## src/rtl/keypad_scanner.sv

```systemverilog
// 4x4 hex keypad scanner: drives one active-low column at a time, samples the
// synchronised active-low rows at the end of each column dwell, keeps the first
// pressed key of each full scan and debounces that result over several scans.
module keypad_scanner #(
  parameter int SCAN_DIV = 1000,  // cycles each column is driven, >= 4
  parameter int DEBOUNCE = 4      // identical full scans needed to change key, >= 1
) (
  input  logic       clk,
  input  logic       rst,         // asynchronous, active-low
  input  logic [3:0] row,         // active-low row sense, asynchronous to clk
  output logic [3:0] col,         // active-low one-hot column drive
  output logic [4:0] key,         // 5'h00..5'h0F hex key, 5'h10 none
  output logic       key_stb      // one-cycle pulse on a new non-none key
);

  localparam int DW = $clog2(SCAN_DIV);
  localparam int SW = $clog2(DEBOUNCE + 1);
  localparam logic [DW-1:0] DWELL_LAST = DW'(SCAN_DIV - 1);
  localparam logic [SW-1:0] STABLE_MAX = SW'(DEBOUNCE);
  localparam logic [4:0]    KEY_NONE   = 5'h10;

  typedef enum logic [1:0] {
    COL0 = 2'd0,
    COL1 = 2'd1,
    COL2 = 2'd2,
    COL3 = 2'd3
  } state_t;

  // Physical layout of the keypad: code of the key at (row r, column c).
  function automatic logic [4:0] key_code(input logic [1:0] r, input logic [1:0] c);
    logic [4:0] code;
    case ({r, c})
      4'h0:    code = 5'h01;
      4'h1:    code = 5'h02;
      4'h2:    code = 5'h03;
      4'h3:    code = 5'h0A;
      4'h4:    code = 5'h04;
      4'h5:    code = 5'h05;
      4'h6:    code = 5'h06;
      4'h7:    code = 5'h0B;
      4'h8:    code = 5'h07;
      4'h9:    code = 5'h08;
      4'hA:    code = 5'h09;
      4'hB:    code = 5'h0C;
      4'hC:    code = 5'h0E;
      4'hD:    code = 5'h00;
      4'hE:    code = 5'h0F;
      4'hF:    code = 5'h0D;
      default: code = KEY_NONE;
    endcase
    return code;
  endfunction

  // Active-low one-hot column pattern for a scan state.
  function automatic logic [3:0] col_drive(input state_t s);
    logic [3:0] drv;
    case (s)
      COL0:    drv = 4'b1110;
      COL1:    drv = 4'b1101;
      COL2:    drv = 4'b1011;
      COL3:    drv = 4'b0111;
      default: drv = 4'b1110;
    endcase
    return drv;
  endfunction

  logic [3:0]    r_row_meta;
  logic [3:0]    r_row_s;
  state_t        r_state;
  state_t        w_state_next;
  logic [DW-1:0] r_dwell;
  logic [3:0]    r_col;
  logic [4:0]    r_acc;
  logic [4:0]    r_prev;
  logic [SW-1:0] r_stable;
  logic [4:0]    r_key;
  logic          r_stb;

  logic          w_sample;
  logic          w_scan_done;
  logic [4:0]    w_col_code;
  logic [4:0]    w_acc_next;
  logic [SW-1:0] w_stable_next;
  logic          w_accept;

  assign w_sample    = (r_dwell == DWELL_LAST);
  assign w_scan_done = w_sample && (r_state == COL3);

  // Two-flop synchroniser; idle rows (all high) are the reset value.
  always_ff @(posedge clk or negedge rst) begin
    if (!rst) begin
      r_row_meta <= 4'hF;
      r_row_s    <= 4'hF;
    end else begin
      r_row_meta <= row;
      r_row_s    <= r_row_meta;
    end
  end

  // Scan state register and dwell counter; the state advances on the sample cycle.
  always_ff @(posedge clk or negedge rst) begin
    if (!rst) begin
      r_state <= COL0;
      r_dwell <= '0;
      r_col   <= 4'b1110;
    end else begin
      r_state <= w_state_next;
      r_col   <= col_drive(w_state_next);
      if (w_sample) begin
        r_dwell <= '0;
      end else begin
        r_dwell <= r_dwell + DW'(1);
      end
    end
  end

  // Next scan state: round-robin over the four columns, one step per dwell.
  always_comb begin
    w_state_next = r_state;
    if (w_sample) begin
      case (r_state)
        COL0:    w_state_next = COL1;
        COL1:    w_state_next = COL2;
        COL2:    w_state_next = COL3;
        COL3:    w_state_next = COL0;
        default: w_state_next = COL0;
      endcase
    end else begin
      w_state_next = r_state;
    end
  end

  // Lowest-numbered pressed row in the currently driven column.
  always_comb begin
    w_col_code = KEY_NONE;
    if (!r_row_s[0]) begin
      w_col_code = key_code(2'd0, r_state);
    end else if (!r_row_s[1]) begin
      w_col_code = key_code(2'd1, r_state);
    end else if (!r_row_s[2]) begin
      w_col_code = key_code(2'd2, r_state);
    end else if (!r_row_s[3]) begin
      w_col_code = key_code(2'd3, r_state);
    end else begin
      w_col_code = KEY_NONE;
    end
  end

  // Accumulator after this column's sample, and the debounce count it would produce.
  always_comb begin
    w_acc_next    = r_acc;
    w_stable_next = r_stable;
    if (r_acc != KEY_NONE) begin
      w_acc_next = r_acc;
    end else begin
      w_acc_next = w_col_code;
    end
    if (w_acc_next != r_prev) begin
      w_stable_next = SW'(1);
    end else if (r_stable == STABLE_MAX) begin
      w_stable_next = STABLE_MAX;
    end else begin
      w_stable_next = r_stable + SW'(1);
    end
  end

  assign w_accept = w_scan_done && (w_stable_next == STABLE_MAX) && (w_acc_next != r_key);

  // Per-scan accumulator: holds the first pressed key, cleared after column 3.
  always_ff @(posedge clk or negedge rst) begin
    if (!rst) begin
      r_acc <= KEY_NONE;
    end else if (w_scan_done) begin
      r_acc <= KEY_NONE;
    end else if (w_sample) begin
      r_acc <= w_acc_next;
    end else begin
      r_acc <= r_acc;
    end
  end

  // Debounce history: previous scan result and how many scans in a row matched it.
  always_ff @(posedge clk or negedge rst) begin
    if (!rst) begin
      r_prev   <= KEY_NONE;
      r_stable <= '0;
    end else if (w_scan_done) begin
      r_prev   <= w_acc_next;
      r_stable <= w_stable_next;
    end else begin
      r_prev   <= r_prev;
      r_stable <= r_stable;
    end
  end

  // Output key register and strobe; the strobe only marks real keys, never release.
  always_ff @(posedge clk or negedge rst) begin
    if (!rst) begin
      r_key <= KEY_NONE;
      r_stb <= 1'b0;
    end else begin
      r_stb <= w_accept && (w_acc_next != KEY_NONE);
      if (w_accept) begin
        r_key <= w_acc_next;
      end else begin
        r_key <= r_key;
      end
    end
  end

  assign col     = r_col;
  assign key     = r_key;
  assign key_stb = r_stb;

endmodule

```

## config.mk

```make
export PLATFORM = sky130hd
export DESIGN_NAME = keypad_scanner
export DESIGN_NICKNAME = d
export VERILOG_FILES = /design/src/rtl/keypad_scanner.sv
export SDC_FILE = /design/constraint.sdc
export NUM_CORES = 1
export LEC_CHECK = 0
export ABC_AREA = 1
export CORE_MARGIN = 1
export CORE_UTILIZATION = 52
export CTS_BUF_LIST = sky130_fd_sc_hd__clkbuf_16
export DETAILED_ROUTE_END_ITERATION = 10
export PLACE_DENSITY_LB_ADDON = 0.12
export SLEW_MARGIN = 20
export SYNTH_ARGS = -nofsm -noshare
export SYNTH_HDL_FRONTEND = slang
export SYNTH_SLANG_ARGS = --single-unit
```

## constraint.sdc

```tcl
create_clock -name clk -period 1.9 [get_ports clk]
set_input_delay 0.38 -clock clk [delete_from_list [all_inputs] [get_ports clk]]
set_output_delay 0.38 -clock clk [all_outputs]
set_load 0.01 [all_outputs]
```

==> metrics.cfg <==
[synth]
synth_top_family_by_area = simple AND/OR/NAND/NOR gates
yosys.area_share.simple_pct = 31.46
synth_compound_area_share_pct = 6.501
synth-edff-count = 0
yosysWarningCount = 0
ys_seq_area_share_pct = 48.15
syn_avg_cell_area_um2 = 8.140
yosys.area.top_type = dfrtp_1
ys_types = 30
ys.flop_type = dfrtp_1
synthArstFlopShare_pct = 100.0
synth_xor_area_share_pct = 1.157
ys_seq_elements = 43
yosysTopAreaCellShare_pct = 31.96
synthesis.area_um2 = 2271
syn_nets = 294
synth_area_leaders = dfrtp_1, dfstp_2, nand2_1
netlist_instances = 279
synthAdderAreaFrac_pct = 4.959
synth_mux_area_share_pct = 0

[pwr]
p_leak_nw = 1.497
power.internal_mw = 1.426
power.switching_mw = 0.3789
p_clk_share_pct = 45.1
power.density_nw_per_um2 = 611.0
fin_total_pwr_mw = 1.805
seq_power_share_pct = 52.1
peakVddDrop_uv = 612.4
swShare_pct = 20.99
combPwrFrac_pct = 2.8

[worst_setup_path]
worstPathRequired_ps = 2080
cp_max_fo = 6
cp_common_cell = nand2_1
crit_type = flop to flop
crit_family = simple AND/OR/NAND/NOR gates
rrSetupSlack_ps = -270
cp_slowest_stage_delay_ps = 460
cp.arrival_ps = 2340
cp_slowest_cell = dfrtp_2
path_buf_inv = 2
cp_cell_sequence = inv_4 -> ha_4 -> inv_1 -> nand2_1 -> nand2_1 -> nand3_1 -> nand2_1 -> nand2_2 -> nand2_4 -> nand2_2 -> nand2_2 -> nor2_4 -> nand3_2 -> nor2_4 -> nand2_4 -> nand2_1 -> nand2_1
regToRegEndpoint = key[0]
cp-end-kind = flop
rr_startpoint = r_state[0]
reg2reg_depth = 17
crit_path_start_kind = flop

[global_routing]
grt_max_degree = 21
overflow = 0
grt_pass1_wl_mm = 8.169
antenna_found_initial = 0
grt_usage_pct = 25.08
grt_pass1_vias = 1785

[timing]
worst_slew_margin_rel_pct = 72.21
worst_pin_slew_ps = 412.5
whs_ps = 29.74
setup_slack_ps = -268.0
slew_violations = 0
grt_setup_unrepaired = yes
period_share_pct = 114.1
max_freq_mhz = 461.3
setup_viol_count_final = 9
hold_viol_final = 0
fin_crit_ps = 2168
finalClockSkew_ps = 5.783

[final_layout]
layout_common_cells = nand2_1, inv_1, buf_4, dfrtp_1, nor2_1
final_common_cell = nand2_1
stdcell_count = 382
nets = 346
drive_gt1_share_pct = 28.92
stdcell_area_um2 = 2954
fillers = 293
syn2layout_area_growth_pct = 30.08
diodes = 0

[floorplanning]
die_width_um = 68.09
dieHeight_um = 68.09
initial_core_util_pct = 55.57
rows = 23
coreArea_um2 = 4086
die_area_um2 = 4636
ios = 16

[cts]
root_buffer = clkbuf_16
cts_max_path_buffers = 2
cts_buffers = 5
cts_tree = built
cts_sinks = 43
clkTransAtPathRegs_ps = 60
clk_latency_ps = 280
cts_max_level = 2
hold_buffers = 0

[placement]
portBuffers = 15
hpwlAfterDp_mm = 3.481
place_congestion = 0.9306
placedCellCount = 365
placed_cell_area_um2 = 2654

[detailed_routing]
drt_first_pass_iters = 4
vias = 1926
drtIter0Drc = 182
viasPerCell = 5.042
ant_nets = 0
route.detailed.drc = 0
wirelength_mm = 5.118
wl_per_cell_um = 13.40

[flow_run]
drv_cap = 0

[worst_hold_path]
worstHoldPathType = input pin to asynchronous set/reset pin

[status]
violations = negative setup slack
outcome = complete, but fails checks

worst max-delay path by stage:
stage | endpoint | from | slack (ps) | cells after the start
floorplan | key[0] | r_state[0] | -10 | 13
global placement | key[2] | r_state[0] | -170 | 15
detailed placement | key[0] | r_state[0] | -220 | 16
CTS | key[0] | r_state[0] | -190 | 17
global route | key[1] | r_state[0] | -390 | 16
finish | key[0] | r_state[0] | -270 | 17
sequential cells by signal (all words and copies together) (netlist names):
signal      flops
col             4
key             5
key_stb         1
r_acc           5
r_dwell        10
r_prev          5
r_row_meta      4
r_row_s         4
r_stable        3
r_state         2
synthesized netlist by cell type, types with 4 or more instances:
cell / n
ha_1: 9
o21ai_0: 14
inv_1: 42
nand3_1: 18
nand2_1: 74
nand3_2: 4
nand2_4: 4
dfstp_2: 14
nor2_2: 4
dfrtp_1: 29
nand2_2: 9
a21oi_1: 5
nor2_1: 26
worst register-to-register path: stages (launching register included):
cell and delay [ps]:
dfrtp_2 460, inv_4 120, ha_4 160, inv_1 50, nand2_1 50, nand2_1 60, nand3_1 80, nand2_1 80
nand2_2 120, nand2_4 70, nand2_2 60, nand2_2 60, nor2_4 150, nand3_2 110, nor2_4 220, nand2_4 100
nand2_1 70, nand2_1 50
cell families (layout without fill, tap and decap cells):
logic type / after synthesis / after routing
AND/OR/NAND/NOR: 150 / 150
buffers and inverters: 47 / 100
flip-flops: 43 / 43
AO/OA/AOI/OAI: 27 / 27
adder cells (fa/ha/maj): 9 / 9
XOR/XNOR: 3 / 3
cell type report:
cell class                 count  area (µm²)  share of cell area (%)
multi-input combinational    189        1087                   36.81
clock buffer                   5       125.1                   4.235
clock inverter                 3       12.51                  0.4235
timing repair buffer          47       396.6                   13.43
tap                           50       62.56                   2.118
sequential                    43        1096                   37.10
inverter                      45       173.9                   5.887
power by group through the flow:
stage	Clock (mW)	Combinational [mW]	Sequential [mW]
final	0.814	0.0506	0.941
after global placement	0	0.0498	0.956
after detailed placement	0	0.0500	0.956
after global routing	0.861	0.0578	0.942
after floorplan	0	0.0148	0.954
after CTS	0.826	0.0501	0.940
through the flow:
stage	TNS (ps)	util, %	worst slack, ps
floorplan	-44.43	-	-11.32
global placement	-1061	64.94	-174.7
detailed placement	-1365	64.94	-218.8
CTS	-1331	71.52	-191.3
global route	-2933	72.29	-390.3
finish	-1868	72.29	-268.0
timing repair:
item                                    in CTS  in global routing
endpoints found under the setup margin       9                  9
setup buffers                                8                  2
gates resized for setup                     18                  7
pin swaps                                   16                  7
metal layers:
layer  global-route usage, %  part of all wire [%]  routed length [µm]  up-vias
li1                        -                     -                   -      966
met1                   33.19                    46                2375      898
met2                   39.83                    47                2431       46
met3                   5.500                   3.7                 191       16
met4                   9.896                   2.3                 119        0
met5                       0                     0                   0        -
Note: power is estimated with default switching activity, not from simulation.
